[config.mk]
export PLATFORM = sky130hd
export DESIGN_NAME = trap_ctrl
export DESIGN_NICKNAME = d
export VERILOG_FILES = /design/src/rtl/trap_ctrl.sv
export SDC_FILE = /design/constraint.sdc
export NUM_CORES = 1
export LEC_CHECK = 0
export CELL_PAD_IN_SITES_DETAIL_PLACEMENT = 1
export CELL_PAD_IN_SITES_GLOBAL_PLACEMENT = 1
export CORE_AREA = 8 8 89 91
export CTS_CLUSTER_SIZE = 24
export DETAILED_ROUTE_END_ITERATION = 8
export DIE_AREA = 0 0 97 99
export PLACE_DENSITY_LB_ADDON = 0.3
export SLEW_MARGIN = 15
export SYNTH_ARGS = -nofsm -noshare
export SYNTH_HDL_FRONTEND = slang
export SYNTH_SLANG_ARGS = --single-unit
[constraint.sdc]
create_clock -name clk -period 3.2 [get_ports clk]
set_input_delay 0.64 -clock clk [delete_from_list [all_inputs] [get_ports clk]]
set_output_delay 0.64 -clock clk [all_outputs]
set_load 0.01 [all_outputs]
[src/rtl/trap_ctrl.sv]
// I/O port trap controller: watches Z80 I/O cycles, raises a timed NMI on mapped
// ports, and holds the trap until the handler's RETN releases it.
module trap_ctrl #(
  parameter int unsigned NMI_WIDTH = 8
) (
  input  logic       clk,
  input  logic       reset,
  input  logic       iorq_n,
  input  logic       m1_n,
  input  logic [7:0] addr,
  input  logic       io_direction,
  input  logic       last_isr_untrap,
  input  logic       trap_en,
  input  logic       cfg_we,
  input  logic       cfg_sel,
  input  logic [7:0] cfg_data,
  output logic       nmi_n,
  output logic       io_block,
  output logic       ignore_next_isr,
  output logic       trap_active,
  output logic [7:0] trap_port,
  output logic       trap_dir,
  output logic [7:0] trap_count,
  output logic [1:0] dbg_state
);

  typedef enum logic [1:0] {
    IDLE    = 2'd0,
    NMI     = 2'd1,
    HANDLER = 2'd2,
    RELEASE = 2'd3
  } state_t;

  localparam logic [7:0] NMI_LOAD = 8'(NMI_WIDTH);

  state_t      state_q, state_d;
  // Bit 1 of each synchronizer is the copy the logic is allowed to use.
  logic [1:0]  iorq_sync_q, iorq_sync_d;
  logic [1:0]  m1_sync_q, m1_sync_d;
  logic [1:0]  untrap_sync_q, untrap_sync_d;
  logic        iorq_prev_q, iorq_prev_d;
  logic        untrap_prev_q, untrap_prev_d;
  logic [15:0] trap_map_q, trap_map_d;
  logic [7:0]  nmi_cnt_q, nmi_cnt_d;
  logic [7:0]  trap_port_q, trap_port_d;
  logic        trap_dir_q, trap_dir_d;
  logic [7:0]  trap_count_q, trap_count_d;
  logic        io_block_q, io_block_d;

  logic io_start;
  logic untrap_rise;
  logic trap_hit;

  always_comb begin
    iorq_sync_d   = {iorq_sync_q[0], iorq_n};
    m1_sync_d     = {m1_sync_q[0], m1_n};
    untrap_sync_d = {untrap_sync_q[0], last_isr_untrap};
    iorq_prev_d   = iorq_sync_q[1];
    untrap_prev_d = untrap_sync_q[1];

    // Interrupt-acknowledge cycles (M1 low) never count as I/O starts.
    io_start    = iorq_prev_q & ~iorq_sync_q[1] & m1_sync_q[1];
    untrap_rise = untrap_sync_q[1] & ~untrap_prev_q;
    trap_hit    = trap_map_q[addr[7:4]];

    state_d      = state_q;
    nmi_cnt_d    = nmi_cnt_q;
    trap_port_d  = trap_port_q;
    trap_dir_d   = trap_dir_q;
    trap_count_d = trap_count_q;
    io_block_d   = io_block_q;
    trap_map_d   = trap_map_q;

    if (cfg_we) begin
      if (cfg_sel) trap_map_d[15:8] = cfg_data;
      else         trap_map_d[7:0]  = cfg_data;
    end

    if (iorq_sync_q[1]) io_block_d = 1'b0;

    unique case (state_q)
      IDLE: begin
        // Decision reads trap_map_q, so a same-edge cfg write is not yet visible.
        if (io_start && trap_en && trap_hit) begin
          state_d     = NMI;
          nmi_cnt_d   = NMI_LOAD;
          trap_port_d = addr;
          trap_dir_d  = io_direction;
          io_block_d  = 1'b1;
          if (trap_count_q != 8'hFF) trap_count_d = trap_count_q + 8'd1;
        end
      end
      NMI: begin
        if (nmi_cnt_q <= 8'd1) state_d = HANDLER;
        else                   nmi_cnt_d = nmi_cnt_q - 8'd1;
      end
      HANDLER: begin
        if (untrap_rise) state_d = RELEASE;
      end
      RELEASE: state_d = IDLE;
      default: state_d = IDLE;
    endcase

    nmi_n           = (state_q != NMI);
    ignore_next_isr = (state_q != HANDLER);
    trap_active     = (state_q == NMI) || (state_q == HANDLER);
    io_block        = io_block_q;
    trap_port       = trap_port_q;
    trap_dir        = trap_dir_q;
    trap_count      = trap_count_q;
    dbg_state       = state_q;
  end

  always_ff @(posedge clk) begin
    if (reset) begin
      state_q       <= IDLE;
      iorq_sync_q   <= 2'b11;
      m1_sync_q     <= 2'b11;
      untrap_sync_q <= 2'b00;
      iorq_prev_q   <= 1'b1;
      untrap_prev_q <= 1'b0;
      trap_map_q    <= 16'h0000;
      nmi_cnt_q     <= 8'd0;
      trap_port_q   <= 8'h00;
      trap_dir_q    <= 1'b0;
      trap_count_q  <= 8'd0;
      io_block_q    <= 1'b0;
    end else begin
      state_q       <= state_d;
      iorq_sync_q   <= iorq_sync_d;
      m1_sync_q     <= m1_sync_d;
      untrap_sync_q <= untrap_sync_d;
      iorq_prev_q   <= iorq_prev_d;
      untrap_prev_q <= untrap_prev_d;
      trap_map_q    <= trap_map_d;
      nmi_cnt_q     <= nmi_cnt_d;
      trap_port_q   <= trap_port_d;
      trap_dir_q    <= trap_dir_d;
      trap_count_q  <= trap_count_d;
      io_block_q    <= io_block_d;
    end
  end

endmodule

# After elaboration in Yosys (flattened, before gate mapping)
# Index checks and enable logic that the tools add are counted.
classes:
  bitwise_logic: 6
  n_mux: 12
  magnitude_cmp: 2
  n_reduce_logical: 11
  eq_ne: 10
  add_sub_neg: 2
op_table:
  columns: ["op", "count"]
  rows:
  - ["8-bit two-way mux", 2]
  - ["8-bit one-hot mux with 2 select lines", 1]
  - ["2-bit != test (second input constant)", 5]
  - ["3-bit AND reduction", 3]
  - ["8-bit by 1-bit adder with 8-bit output (second input constant)", 1]
  - ["8-bit by 1-bit less-or-equal comparator with 1-bit output (second input constant)", 1]
  - ["8-bit != test (second input constant)", 1]
  - ["2-bit one-hot mux with 4 select lines", 1]
  - ["8-bit by 1-bit subtractor with 8-bit output (second input constant)", 1]
  - ["2-bit two-way mux", 3]
  - ["2-bit AND reduction", 3]
  - ["4-bit by 5-bit < comparator with 1-bit output (second input constant)", 1]
  - ["1-bit binary-select mux with 4-bit select", 1]
  - ["2-bit == test (second input constant)", 2]
  - ["1-bit two-way mux", 4]
  - ["1-bit bitwise AND", 3]
  - ["1-bit inverter", 3]
  - ["2-bit by 1-bit == test with 1-bit output (second input constant)", 1]
  - ["1-bit logical AND", 2]
  - ["2-bit logical NOT", 1]
  - ["2-bit by 1-bit != test with 1-bit output (second input constant)", 1]
  - ["2-bit nonzero test", 1]
  - ["1-bit logical OR", 1]
totals:
  out_inout_bits: 23
  reg_bits: 52
  elab_cells: 56

# Logic depth before layout (Yosys ltp)
# Gate-level depths: netlist (run 1).
depth:
  depth_word: 7
  ltp_mapped: 8
  mapped_depth_nobuf: 8

# Worst setup path after synthesis (run 1)
# No wires, ideal clock.
synth_path:
  path_type: "in2reg"
  startpoint: "input addr[4]"
  endpoint: "register trap_count_q[4], in the netlist trap_count[4]"
  arrival_ps: 2302
  setup_ps: 121
  setup_slack_ps: 778
  cell_stages: 7
  path_buffers: 1
  path_cell_list: "buf_4 -> mux4_2 -> nor2b_1 -> nand4bb_4 -> a211oi_2 -> and4_1 -> mux2_2"
synth_via:
  elab_chain_len: 4
synth_rtl:
  columns: ["element", "line_no", "rtl"]
  rows:
  - ["start: declaration", "10", "input logic [7:0] addr,"]
  - ["1-bit binary-select mux with 4-bit select", "64", "trap_hit = trap_map_q[addr[7:4]];"]
  - ["1-bit two-way mux (implied by the code)", "64", null]
  - ["1-bit logical AND", "84", "if (io_start && trap_en && trap_hit) begin"]
  - ["3-bit AND reduction (no source line)", null, null]
  - ["end signal: assignment", "139", "trap_count_q <= trap_count_d;"]
  - ["end: declaration", "47", "logic [7:0] trap_count_q, trap_count_d;"]
# Every way passes these cells. The select of a mux whose other input is x is not followed.
# A chain may end at the register's enable or synchronous reset.

# Final worst setup path (run 1)
layout_path:
  startpoint: "input addr[4]"
  endpoint: "register trap_count_q[6], in the netlist trap_count[6]"
# The elaborated chain is that of the path after synthesis.

==> flow_summary.ini, run 1 <==
[logic_synthesis]
synth_edf_count = 0
synth_cell_types = 47
synth-seq-cells = 52
syn_avg_cell_area_sq_um = 9.26
syn_area_sq_um = 2380
ys_dominant_reg_cell = dfxtp_1
synth_nets = 289
yosys_warnings = 0
netlist_instances = 257
yosysSeqAreaShare_pct = 43.7
synthArstFlopShare_pct = 0

[detailed_routing]
wl_per_cell_microns = 14.9
vias = 1965
routed_wl_microns = 5750
viasPerCell = 5.10
drtIter0Drc = 38
drc_errors = 0
first_pass_iters = 4
antenna_left = 0

[final_layout]
regArea_sq_um = 1040
nets = 336
multiInputGateArea_sq_um = 1240
design_area_sq_um = 3040
antennaDiodeCount = 0
area_growth_pct = 27.8
num-fill-cells = 765
layout_common_cells = 52 x dfxtp_1, 46 x clkdlybuf4s50_1, 40 x nor2_1
final_util_pct = 46.3
final_common_cell = dfxtp_1
drive_above_1_share_pct = 10.8

[clock_tree]
ctsResizeCount = 0
cts-root-buf = clkbuf_8
cts.clk_slew.worst_paths_ns = 0.10
cts.sinks = 52
holdBufCountCts = 0
postCtsSetupRepairBufs = 0
clock_latency_ns = 0.31
cts_tree = built
clock_path_buffers = 2
htreeDepth = 2
numCtsBuffers = 5

[die]
die_area_sq_um = 9600
pin_count = 48
die_h_microns = 99
rows = 30
initial_utilization_pct = 36.2
core_sq_um = 6570
die_x_microns = 97

[pwr]
peakVddDrop_mv = 0.244
power_switching_mw = 0.440
p_clk_share_pct = 29.7
intPower_mw = 1.08
p_seq_share_pct = 46.4
power_frac_comb_pct = 24.0
swShare_pct = 29.0
power.leakage_nw = 1.17
power_density_nw_per_um2 = 498

[timing]
relSlewSlack_pct = 38.6
clock_skew_ns = 0.0128
period_minus_slack_ns = 2.75
worstMarginPinSlew_ns = 0.921
rsz0062_at_grt = false
tns_ns = 0
fin_crit_sh_pct = 85.9
slew_violations = 0
setup_viol = 0
max_freq_mhz = 364
finalHoldViolCount = 0

[global_route]
grt.total_usage_pct = 12.2
grt_util_met3_pct = 3.57
grt_max_degree = 38
antenna_found_initial = 0
grt_pass1_vias = 2080
globalRouteOverflowTotal = 0
grt_pass1_wl_microns = 9910
grt_use_met1_pct = 14.6
top_usage_layer = met2
grtUsageMet2_pct = 20.6

[placed_design]
placed_cell_area_sq_um = 2930
hpwl_microns = 4290
place_congestion = 0.733
portBuffers = 47

[hold_path]
holdPathEnd = iorq_sync_q[1]
hold_path.class = register to register
hold_path_depth = 1
holdCritStartpoint = iorq_sync_q[0]

[setup_path]
r2r_end = nmi_cnt_q[6]
reg2reg_from = nmi_cnt_q[0]
reg2reg_slack_ns = 0.93
startpoint_type = input port
cp.arrival_ns = 2.93
critPathKind = input port to register
critical_path_required_ns = 3.38
cp-end-kind = register
reg2reg_depth = 8
crit_fanout = 14

[run_status]
status = complete, no violations

[flow_run]
drv_cap = 0
cell families (layout without fill, tap and decap cells):
kind of cell / count (synthesis) / count (layout) / synth area share, %
flip-flops: 52 / 52 / 43.7
adder cells (fa/ha/maj): 7 / 7 / 3.68
AO/OA/AOI/OAI: 37 / 37 / 11.4
AND/OR/NAND/NOR: 105 / 105 / 22.3
buffers and inverters: 24 / 72 / 4.26
XOR/XNOR: 1 / 1 / 0.368
multiplexers: 31 / 31 / 14.3
metal layers:
metal | share of wire [%] | wire (microns) | up-vias
met5 | 0 | 0 | -
met3 | 4.0 | 229 | 9
met4 | 1.2 | 70 | 0
li1 | - | - | 990
met2 | 48 | 2740 | 34
met1 | 47 | 2710 | 932
synthesized netlist by cell type (2+ instances only):
cell type	number	area [sq um]
nand3_1	15	75.1
mux4_2	2	45.0
or4_1	2	15.0
dfxtp_1	52	1040
o31ai_1	2	15.0
mux2_2	4	45.0
nor2b_1	9	56.3
or2_2	4	25.0
nand2_1	18	67.6
clkbuf_1	8	30.0
buf_1	2	7.51
ha_1	7	87.6
mux2i_1	25	250
a22oi_1	2	15.0
a21oi_1	16	80.1
nor4b_1	2	17.5
nand2b_1	3	18.8
nand4_1	2	12.5
o21ai_0	2	10.0
inv_1	12	45.0
nor2_1	40	150
nor3_1	3	15.0
state kept, by name (all words and copies together) (netlist names):
name / flops
nmi_cnt_q: 8
iorq_sync_q: 2
io_block: 1
trap_map_q: 16
iorq_prev_q: 1
m1_sync_q: 2
trap_count: 8
trap_dir: 1
trap_port: 8
untrap_prev_q: 1
dbg_state: 2
untrap_sync_q: 2
worst max-delay path, stage by stage:
cell	delay, ns
clkdlybuf4s50_1	0.45
buf_4	0.17
mux2i_1	0.10
a22oi_1	0.31
nand4bb_4	0.14
a21oi_2	0.75
and4b_1	0.31
nor3_1	0.04
cell type report:
type                    count  share of cell area [%]
well taps                  80                    3.29
clock buffers               5                    2.26
clock inverters             3                    1.40
multi-input cells         181                    40.8
inverters                  12                    1.48
repair buffers             52                    16.5
flip-flops and latches     52                    34.2
worst max-delay path by stage:
stage | from | to | slack, ns | cells after the start
floorplan | addr[4] | trap_count[4] | 0.78 | 7
global placement | addr[4] | trap_count[6] | 0.11 | 8
detailed placement | addr[4] | trap_count[6] | 0.06 | 8
CTS | addr[4] | trap_count[6] | 0.40 | 8
global route | addr[4] | nmi_cnt_q[6] | 0.26 | 9
finish | addr[4] | trap_count[6] | 0.45 | 8
power by group through the flow:
| stage | logic, mW | registers, mW | clock network (mW) |
|---|---|---|---|
| after floorplan | 0.239 | 0.714 | 0 |
| after global placement | 0.363 | 0.716 | 0 |
| after detailed placement | 0.368 | 0.718 | 0 |
| after CTS | 0.371 | 0.703 | 0.470 |
| after global routing | 0.407 | 0.707 | 0.499 |
| final | 0.363 | 0.703 | 0.450 |
through the flow:
stage / power (mW) / setup WS (ns) / hold WS (ns) / cells
global placement: 1.08 / 0.109 / 0.393 / 377
CTS: 1.54 / 0.404 / 0.428 / 385
floorplan: 0.953 / 0.778 / 0.389 / 257
detailed placement: 1.09 / 0.0646 / 0.395 / 377
finish: 1.52 / 0.451 / 0.424 / 385
global route: 1.61 / 0.262 / 0.436 / 385
Power figures use the tool's default switching activity.
==> run 2, diff against run 1 <==
CORE_AREA = 8 8 86 88   (was 8 8 89 91)
DIE_AREA = 0 0 94 96   (was 0 0 97 99)
clock period = 3.4 ns   (was 3.2 ns; I/O delays follow)
==> flow_summary.ini, run 2 (synthesized netlist as in run 1, its figures left out) <==
[run_status]
status = complete, no violations

[detailed_routing]
drc_errors = 0
vias = 1967
wl_per_cell_microns = 15.6
antenna_left = 0
drtIter0Drc = 35
routed_wl_microns = 5920
viasPerCell = 5.19
first_pass_iters = 4

[hold_path]
hold_path_depth = 1
hold_path.class = register to register
holdCritStartpoint = m1_sync_q[0]
holdPathEnd = m1_sync_q[1]

[placed_design]
portBuffers = 47
place_congestion = 0.781
hpwl_microns = 4380

[clock_tree]
postCtsSetupRepairBufs = 0
numCtsBuffers = 5
ctsResizeCount = 0
cts.sinks = 52
cts-root-buf = clkbuf_8
holdBufCountCts = 0
cts.clk_slew.worst_paths_ns = 0.09
clock_path_buffers = 2
clock_latency_ns = 0.31
htreeDepth = 2
cts_tree = built

[final_layout]
nets = 333
regMostFlops = trap_map_q
antennaDiodeCount = 0
final_common_cell = dfxtp_1
area_growth_pct = 27.3
drive_above_1_share_pct = 9.93
layout_common_cells = 52 x dfxtp_1, 46 x clkdlybuf4s50_1, 40 x nor2_1
largest_reg_flops = 16

[setup_path]
reg2reg_slack_ns = 1.04
critPathSlowestCell = a21oi_2
slowest_delay_ns = 0.76
critPathLaunch = addr[4]
crit_buf_inv = 1
critical-path-top-delay-family = compound AO/OA/AOI/OAI gates
cp.arrival_ns = 3.17
cp-end-kind = register
reg2reg_from = nmi_cnt_q[0]
r2r_end = nmi_cnt_q[3]
crit_fanout = 14
reg2reg_depth = 8
startpoint_type = input port
crit_chain = clkdlybuf4s50_1 -> mux2i_1 -> a22oi_1 -> nand4bb_4 -> a21oi_2 -> and4b_1 -> nor3_1
critPathKind = input port to register
critical_path_required_ns = 3.58

[pwr]
power_frac_comb_pct = 23.8
intPower_mw = 1.05
power_switching_mw = 0.422
power.leakage_nw = 1.16
peakVddDrop_mv = 0.273
swShare_pct = 28.6
power_density_nw_per_um2 = 487
p_seq_share_pct = 44.8
p_clk_share_pct = 31.4

[global_route]
grt.total_usage_pct = 13.6
grt_pass1_vias = 2056
grt_max_degree = 31
globalRouteOverflowTotal = 0
grt_pass1_wl_microns = 9740
antenna_found_initial = 0

[die]
core_sq_um = 6100
die_h_microns = 96
die_x_microns = 94
initial_utilization_pct = 39.0
rows = 29
pin_count = 48
die_area_sq_um = 9020

[timing]
fin_crit_sh_pct = 87.8
period_minus_slack_ns = 2.99
max_freq_mhz = 335
setup_viol = 0
worstMarginPinSlew_ns = 0.908
finalHoldViolCount = 0
slew_violations = 0
clock_skew_ns = 0.00363
rsz0062_at_grt = false
holdWs_ns = 0.411
relSlewSlack_pct = 39.4
tns_ns = 0

[flow_run]
drv_cap = 0
[run 2: cell types whose count changed in the layout (fill, tap and decap cells not counted), sizes merged]
cell / change
clkbuf: +2
clkinvlp: -1
buf: -3
clkinv: -1
[run 2: worst max-delay path by stage]
stage	end	slack [ns]	cells past startpoint
floorplan	trap_count[4]	0.94	7
global route	trap_count[6]	0.20	7
global placement	trap_count[6]	0.11	7
CTS	trap_count[6]	0.37	7
finish	trap_count[6]	0.41	7
detailed placement	trap_count[6]	0.04	7
[run 2: layout make-up]
| class | instances | area, sq um |
|---|---|---|
| Clock inverter | 1 | 30.0 |
| Multi-Input combinational cell | 181 | 1240 |
| Fill cell | 726 | 3070 |
| Timing Repair Buffer | 49 | 480 |
| Clock buffer | 7 | 96.3 |
| Inverter | 12 | 45.0 |
| Tap cell | 77 | 96.3 |
| Sequential cell | 52 | 1040 |
[run 2: routing by layer]
metal / share of wire, % / up-vias / track usage [%]
li1: - / 985 / -
met1: 42 / 941 / 14.9
met2: 52 / 36 / 23.9
met3: 4.9 / 5 / 4.06
met4: 1.2 / 0 / 5.55
met5: 0 / - / 0
[run 2: per-stage QoR]
stage                     setup slack [ns]  cells  cell area [sq um]  power (mW)  util [%]
after CTS                            0.368    379               3030        1.50      49.7
after floorplan                      0.938    257               2380       0.897         -
after global routing                 0.195    379               3030        1.55      49.7
final                                0.415    379               3030        1.48      49.7
after detailed placement            0.0361    371               2900        1.03      47.6
after global placement               0.112    371               2900        1.02      47.6
[run 2: power by group through the flow]
| stage | Clock [mW] | Combinational [mW] | Sequential (mW) |
|---|---|---|---|
| finish | 0.464 | 0.351 | 0.661 |
| CTS | 0.477 | 0.358 | 0.661 |
| global placement | 0 | 0.343 | 0.674 |
| floorplan | 0 | 0.225 | 0.672 |
| global route | 0.499 | 0.392 | 0.664 |
| detailed placement | 0 | 0.351 | 0.675 |
==> run 3, diff against run 2 <==
==> constraint.sdc (replaced) <==
create_clock -name clk -period 3.4 [get_ports clk]
set_input_delay 0.51 -clock clk [delete_from_list [all_inputs] [get_ports clk]]
set_output_delay 0.51 -clock clk [all_outputs]
set_load 0.01 [all_outputs]
==> flow_summary.ini, run 3 (synthesized netlist as in run 1, its figures left out) <==
[clock_tree]
ctsResizeCount = 0
cts.sinks = 52
holdBufCountCts = 0
cts_tree = built
cts.clk_slew.worst_paths_ns = 0.09
clock_latency_ns = 0.30
clock_path_buffers = 2
postCtsSetupRepairBufs = 0
htreeDepth = 2
numCtsBuffers = 5
cts-root-buf = clkbuf_8

[timing]
relSlewSlack_pct = 40.7
setup_viol = 0
slew_violations = 0
tns_ns = 0
period_minus_slack_ns = 2.81
worstMarginPinSlew_ns = 0.889
finalHoldViolCount = 0
rsz0062_at_grt = false
fin_crit_sh_pct = 82.8
clock_skew_ns = 0.00281
max_freq_mhz = 355

[setup_path]
cp.arrival_ns = 2.98
cp-end-kind = register
crit_fanout = 14
critPathLaunch = addr[4]
critical_path_required_ns = 3.57
reg2reg_from = nmi_cnt_q[0]
reg2reg_depth = 8
r2r_end = nmi_cnt_q[6]
startpoint_type = input port
critPathKind = input port to register
cp-endpoint = trap_count[6]
reg2reg_slack_ns = 1.06

[detailed_routing]
first_pass_iters = 4
antenna_left = 0
drc_errors = 0
drtIter0Drc = 59
wl_per_cell_microns = 15.3
viasPerCell = 5.17
routed_wl_microns = 5780
vias = 1959

[die]
initial_utilization_pct = 39.0
die_h_microns = 96
die_area_sq_um = 9020
pin_count = 48
core_sq_um = 6100
die_x_microns = 94
rows = 29

[final_layout]
area_growth_pct = 26.6
regMostFlops = trap_map_q
design_area_sq_um = 3010
regArea_sq_um = 1040
multiInputGateArea_sq_um = 1240
num-fill-cells = 718
final_common_cell = dfxtp_1
largest_reg_flops = 16
nets = 333
layout_common_cells = 52 x dfxtp_1, 46 x clkdlybuf4s50_1, 40 x nor2_1
antennaDiodeCount = 0
drive_above_1_share_pct = 9.60

[flow_run]
drv_cap = 0

[global_route]
grt_max_degree = 33
grt_pass1_wl_microns = 9740
grt.total_usage_pct = 13.4
grt_pass1_vias = 2122
antenna_found_initial = 0
globalRouteOverflowTotal = 0

[placed_design]
hpwl_microns = 4380
placed_cell_area_sq_um = 2900
place_congestion = 0.800
portBuffers = 47

[pwr]
power.leakage_nw = 1.15
power_density_nw_per_um2 = 475
total_power_mw = 1.43
peakVddDrop_mv = 0.241

[run_status]
status = complete, no violations

[hold_path]
hold_path.class = register to register
## run 3: changes by cell type in the layout (fill, tap and decap cells not counted), sizes merged
cell,previous run,this run
clkinv,0,1
clkbuf,7,6
## run 3: critical path, cell delays in order
cell             delay [ns]
clkdlybuf4s50_1        0.71
mux2i_1                0.14
a22oi_1                0.31
nand4bb_4              0.20
a21oi_2                0.75
and4b_1                0.32
nor3_1                 0.04
## run 3: worst min path at each step
stage                   start        endpoint  depth (start not counted)
3_5_place_dp   iorq_sync_q[0]  iorq_sync_q[1]                          1
2_1_floorplan  iorq_sync_q[0]  iorq_sync_q[1]                          1
5_1_grt          m1_sync_q[0]    m1_sync_q[1]                          1
3_3_place_gp   iorq_sync_q[0]  iorq_sync_q[1]                          1
4_1_cts        iorq_sync_q[0]  iorq_sync_q[1]                          1
6_report       iorq_sync_q[0]  iorq_sync_q[1]                          1
## run 3: final cells by class
| type | instances | share of cell area [%] |
|---|---|---|
| multi-input cells | 181 | 41.2 |
| flip-flops and latches | 52 | 34.6 |
| repair buffers | 49 | 16.0 |
| well taps | 77 | 3.20 |
| clock buffers | 6 | 2.41 |
| inverters | 12 | 1.50 |
| clock inverters | 2 | 1.16 |
## run 3: power breakdown
group | leakage, nW | internal (mW) | switching, mW | total [mW]
logic | 0.676 | 0.157 | 0.194 | 0.351
registers | 0.423 | 0.637 | 0.0238 | 0.661
clock network | 0.0552 | 0.219 | 0.198 | 0.417
total | 1.15 | 1.01 | 0.416 | 1.43
## run 3: through the flow
| step | setup slack, ns | cells | util (%) | hold WS [ns] |
|---|---|---|---|---|
| after global placement | 0.287 | 371 | 47.6 | 0.393 |
| after global routing | 0.328 | 379 | 49.4 | 0.443 |
| after detailed placement | 0.192 | 371 | 47.6 | 0.399 |
| after CTS | 0.496 | 379 | 49.4 | 0.421 |
| final | 0.586 | 379 | 49.4 | 0.418 |
| after floorplan | 1.11 | 257 | - | 0.389 |
## run 3: routing by layer
metal	routed length [microns]	GRT usage (%)	vias up
met5	0	0	-
met4	66	4.36	0
met3	188	2.50	6
met2	2940	24.1	31
met1	2590	15.6	938
li1	-	-	984
